**src/rtl/mem_arbiter.sv**
```systemverilog
// mem_arbiter: data-first fetch/data arbiter sharing one single-port RAM with fetch anti-starvation; define ARB_STATS_EN for grant/stall counters
module mem_arbiter #(
    parameter int MAX_D_STREAK = 4
) (
    input  logic        i_clk,
    input  logic        i_rst,
    input  logic        i_i_req,
    input  logic [31:0] i_i_addr,
    output logic        o_i_gnt,
    output logic        o_i_rvalid,
    output logic [15:0] o_i_rdata,
    input  logic [1:0]  i_d_do,
    input  logic [31:0] i_d_addr,
    input  logic [31:0] i_d_wdata,
    output logic        o_d_gnt,
    output logic        o_d_rvalid,
    output logic [31:0] o_d_rdata,
    output logic        o_mem_en,
    output logic        o_mem_we,
    output logic [31:0] o_mem_addr,
    output logic [31:0] o_mem_wdata,
    input  logic [31:0] i_mem_rdata,
    output logic        o_stall
`ifdef ARB_STATS_EN
    ,
    output logic [31:0] o_stat_i_cnt,
    output logic [31:0] o_stat_d_cnt,
    output logic [31:0] o_stat_stall_cnt
`endif
);
    // state bits double as the registered rvalid outputs
    typedef enum logic [1:0] {IDLE = 2'b00, WAIT_I = 2'b01, WAIT_D = 2'b10} state_t;
    state_t     state;
    logic [3:0] streak;
    logic       i_half;
    logic       d_rd, d_wr, d_pend, force_i;
    logic       unused;
    assign d_rd    = i_d_do == 2'b01;
    assign d_wr    = i_d_do == 2'b10;
    assign d_pend  = d_rd | d_wr;
    assign force_i = i_i_req & (streak == 4'(MAX_D_STREAK));
    assign o_d_gnt = ~i_rst & d_pend & ~force_i;
    assign o_i_gnt = ~i_rst & i_i_req & ~o_d_gnt;
    assign o_mem_en    = o_i_gnt | o_d_gnt;
    assign o_mem_we    = o_d_gnt & d_wr;
    assign o_mem_addr  = o_d_gnt ? {i_d_addr[31:2], 2'b00} : o_i_gnt ? {i_i_addr[31:2], 2'b00} : '0;
    assign o_mem_wdata = o_mem_we ? i_d_wdata : '0;
    assign o_stall     = ~i_rst & ((i_i_req & ~o_i_gnt) | (d_pend & ~o_d_gnt));
    assign o_i_rvalid  = state[0];
    assign o_d_rvalid  = state[1];
    assign o_i_rdata   = o_i_rvalid ? (i_half ? i_mem_rdata[31:16] : i_mem_rdata[15:0]) : '0;
    assign o_d_rdata   = o_d_rvalid ? i_mem_rdata : '0;
    assign unused      = ^{i_i_addr[0], i_d_addr[1:0]};
    always_ff @(posedge i_clk or posedge i_rst) begin
        if (i_rst) begin
            state  <= IDLE;
            streak <= '0;
            i_half <= 1'b0;
        end else begin
            state <= o_i_gnt ? WAIT_I : (o_d_gnt & d_rd) ? WAIT_D : IDLE;
            if (o_i_gnt)
                i_half <= i_i_addr[1];
            if (o_i_gnt | ~i_i_req)
                streak <= '0;
            else if (o_d_gnt && streak != 4'(MAX_D_STREAK))
                streak <= streak + 4'd1;
        end
    end
`ifdef ARB_STATS_EN
    always_ff @(posedge i_clk or posedge i_rst) begin
        if (i_rst) begin
            o_stat_i_cnt     <= '0;
            o_stat_d_cnt     <= '0;
            o_stat_stall_cnt <= '0;
        end else begin
            o_stat_i_cnt     <= o_stat_i_cnt + 32'(o_i_gnt);
            o_stat_d_cnt     <= o_stat_d_cnt + 32'(o_d_gnt);
            o_stat_stall_cnt <= o_stat_stall_cnt + 32'(o_stall);
        end
    end
`endif
endmodule

```
**config.mk**
```make
export PLATFORM = sky130hd
export DESIGN_NAME = mem_arbiter
export DESIGN_NICKNAME = d
export VERILOG_FILES = /design/src/rtl/mem_arbiter.sv
export SDC_FILE = /design/constraint.sdc
export NUM_CORES = 1
export LEC_CHECK = 0
export CELL_PAD_IN_SITES_DETAIL_PLACEMENT = 1
export CELL_PAD_IN_SITES_GLOBAL_PLACEMENT = 1
export CORE_MARGIN = 5
export CORE_UTILIZATION = 11
export DETAILED_ROUTE_END_ITERATION = 16
export GPL_TIMING_DRIVEN = 0
export PLACE_DENSITY = 0.75
export SYNTH_ARGS = -nofsm -noshare
export SYNTH_HDL_FRONTEND = slang
export SYNTH_SLANG_ARGS = --single-unit
```
**constraint.sdc**
```tcl
create_clock -name i_clk -period 1.7 [get_ports i_clk]
set_input_delay 0.34 -clock i_clk [delete_from_list [all_inputs] [get_ports i_clk]]
set_output_delay 0.34 -clock i_clk [all_outputs]
set_load 0.02 [all_outputs]
```
==> summary.txt <==
Power and ir drop
  – PwrDens: 379.2 mW/mm^2
  – Sw frac: 0.3198
  – Total power: about 1.9 mW
  – Clock power frac: 0.207
  – Seq pwr share: 0.098
  – P_int: 1.294 mW
  – Worst vdd ir: about 0.24 mV
  – P_sw: between 0.6 and 0.7 mW
  – Leakage: roughly 2.4 nW
  – Comb pwr share: 0.695

Critical path
  – Buf/Inv on CP: 4
  – Max FO, Critical Path: 10
  – CP Launch Type: flip-flop
  – Worst Setup End Kind: primary output
  – Max incr delay on CP: around 0.4 ns
  – Crit-path cells: inv_2, ha_4, nand3b_1, a21oi_4, buf_6, buf_12, a22o_4, buf_6
  – CP arrival: between 1.5 and 2 ns
  – Slowest CP cell: dfrtp_1
  – Cell family with most CP delay: buffers and inverters
  – WS Path Type: reg2out
  – WP data required: around 1.4 ns
  – Crit path top cell by count: buf_6

Drt
  – Vias per inst: between 3 and 4
  – Detailed Route WL: about 11,000 microns
  – Vias: around 2,500
  – Wirelength per Cell: 16.69 microns
  – Met2 Wirelength: between 5000 and 6000 microns
  – Wl on met1: between 3000 and 4000 microns
  – DR pass1 iterations: 4
  – Max Used Layer: met4
  – Residual DRC count: 0
  – Number of routed nets with antenna violations: 0
  – Initial drt markers: 33
  – Routed length on met3: roughly 1000 microns

Die
  – Die Width: about 130 microns
  – IO Pins: 252
  – Core box area: 0.01330 sq mm
  – Die Height: 126.6 microns
  – Floorplan row count: 42
  – Initial Util: 0.1126
  – Die Area: 0.01604 sq mm

Final layout
  – Final net count: approximately 600
  – Layout cell share with drive strength beyond 1: 0.4579
  – Layout area overhead: 235.2%
  – Finished Cell Area: 0.005016 sq mm
  – Non-Filler Instances: ~640
  – Fin util: 0.3773
  – Number of diodes: 0

Clock network
  – CTS HTree Levels: 1
  – CTS tree: built
  – Cts bufs inserted: 3
  – Clock-pin slew on the worst setup and hold paths: 0.04 ns
  – Number of hold buffers added after cts: 0
  – Clock sink count: 7
  – Clk buf depth: 2
  – Skew-Pair Late Insertion Delay: 0.23 ns
  – Clk root buf: clkbuf_16

GRT
  – Overflow after GRT: 0
  – Largest net degree at the start of global routing: 11
  – Number of global-route vias before repair: approximately 2,800
  – Gr usage total: 0.1181
  – First-pass GRT wire length: between 15,000 and 20,000 microns
  – Initial antenna violation count: 0

Synth
  – Async set-or-reset flop fraction in the synthesized netlist: 1.000
  – Sequential area share after synthesis: 0.1171
  – Biggest area consumer among synthesized cells: and2_1
  – Synth area leaders: and2_1, a22o_1, dfrtp_1
  – Mean Syn Cell Area: a little under 8 sq um
  – Post-synth top cells: and2_1, a22o_1, nor2b_1
  – Most numerous cell in the Yosys netlist: and2_1
  – Cell variety after synth: 30
  – Synth Flop Type: dfrtp_1
  – Synth top area share: 0.2676
  – Ys Warns: 0
  – FF+latch count, synth: 7
  – Number of synthesized flops with an enable pin: 0
  – Post-synthesis cell area: about 0.0015 sq mm
  – Gate Count Post-Synth: 188

Status
  – Failing checks: negative setup slack
  – Status: finished with violations

Timing
  – Final Hold Viols: 0
  – Max Fclk: between 400 and 500 MHz
  – Worst clock skew: roughly 0.00052 ns
  – Final period util: 1.232
  – Final setup margin: -0.3949 ns
  – Min Clock Period, post-route: roughly 2.1 ns
  – RSZ-0062 raised after global routing: true
  – Final hold slack: about 0.26 ns
  – Final setup viols: 65
  – Max Slew Vio Count: 0

Placed design
  – Post-Place Cell Area: 0.004524 sq mm
  – Port bufs: 246
  – Routability cong.: ~0.8
  – Post-DP HPWL: approximately 8700 microns
  – Dpl cells: 611

Min path
  – Min-Delay Path Class: in2async

Flow run
  – Max_cap viols: 0
==> flip-flops by register name, summed over array words and instances, names as in the netlist <==
name and count:
streak 4, state 2, i_half 1
==> cell families (layout without fill, tap and decap cells) <==
| logic type | Yosys count | after routing | synth area share |
|---|---|---|---|
| other | 1 | 2 | 0.002506 |
| adder cells (fa/ha/maj) | 4 | 4 | 0.03345 |
| XOR/XNOR | 1 | 1 | 0.005854 |
| multiplexers | 17 | 17 | 0.1145 |
| AND/OR/NAND/NOR | 98 | 98 | 0.4164 |
| flip-flops | 7 | 7 | 0.1171 |
| buffers and inverters | 25 | 299 | 0.1070 |
| AO/OA/AOI/OAI | 35 | 35 | 0.2032 |
==> power by group through the flow <==
| stage | combinational, mW | sequential [mW] | clock, mW |
|---|---|---|---|
| after floorplan | 0.533 | 0.187 | 0 |
| after global routing | 1.40 | 0.188 | 0.410 |
| final | 1.32 | 0.186 | 0.393 |
| after CTS | 1.26 | 0.187 | 0.398 |
| after global placement | 1.13 | 0.188 | 0 |
| after detailed placement | 1.15 | 0.188 | 0 |
==> worst register-to-register path, stage by stage (launching register included) <==
cell	delay [ns]
dfrtp_1	0.39
inv_2	0.09
ha_4	0.15
nand3b_1	0.12
a21oi_4	0.23
buf_6	0.16
buf_12	0.14
buf_4	0.11
buf_4	0.09
nor3_1	0.04
==> layer usage <==
| layer | GRT usage | up-vias |
|---|---|---|
| li1 | - | 1188 |
| met1 | 0.1225 | 1153 |
| met2 | 0.2335 | 146 |
| met3 | 0.03195 | 6 |
| met4 | 0.02650 | 0 |
| met5 | 0 | - |
==> cells in the final DEF (no fill, tap or decap), drive strengths merged <==
cell             n
conb             2
nor3             1
a31oi            1
dlygate4sd2     20
xnor2            1
nand3b           1
and4b            1
ha               4
or2b             1
a22o            30
and3             2
a21oi            3
a32oi            1
and2            65
nand3            4
dfrtp            7
mux2             1
clkdlybuf4s15   16
nand4b           1
clkbuf          16
nor2b           17
mux2i           16
clkdlybuf4s50  127
nor2             3
buf            113
nand2            2
inv              7
==> layout make-up <==
type	count	area (sq um)
flip-flops and latches	7	177.7
plain buffers	17	250.2
inverters	7	26.28
fillers	1508	8279
repair buffers	271	2725
clock buffers	4	78.83
well taps	176	220.2
multi-input cells	157	1538
==> path summary, 6_finish.rpt <==
path | start | endpoint | depth (start not counted) | slack, ns
setup / recovery | streak[0] | o_mem_addr[30] | 8 | -0.39
hold / removal | i_rst | streak[0] | 2 | 0.26
setup reg to reg | streak[0] | streak[2] | 9 | 0.06
hold reg to reg | streak[1] | streak[1] | 3 | 0.67
max in group asynchronous | i_rst | state[0] | 2 | 1.21
min in group i_clk | i_d_do[0] | state[1] | 3 | 0.55
==> per-stage QoR <==
stage	setup WS, ns	TNS (ns)
6_report	-0.3949	-20.07
5_1_grt	-0.4781	-24.97
4_1_cts	-0.4127	-21.32
3_5_place_dp	-1.265	-94.41
3_3_place_gp	-1.230	-91.51
2_1_floorplan	-0.07171	-1.894
==> timing repair <==
| item | 4_1_cts | 5_1_grt |
|---|---|---|
| setup endpoints to repair | 119 | 86 |
| cloned | 3 | 3 |
| setup buffers | 14 | 6 |
| resized for setup | 549 | 48 |
| pin swaps | 24 | 26 |
(Power assumes the default switching activity.)
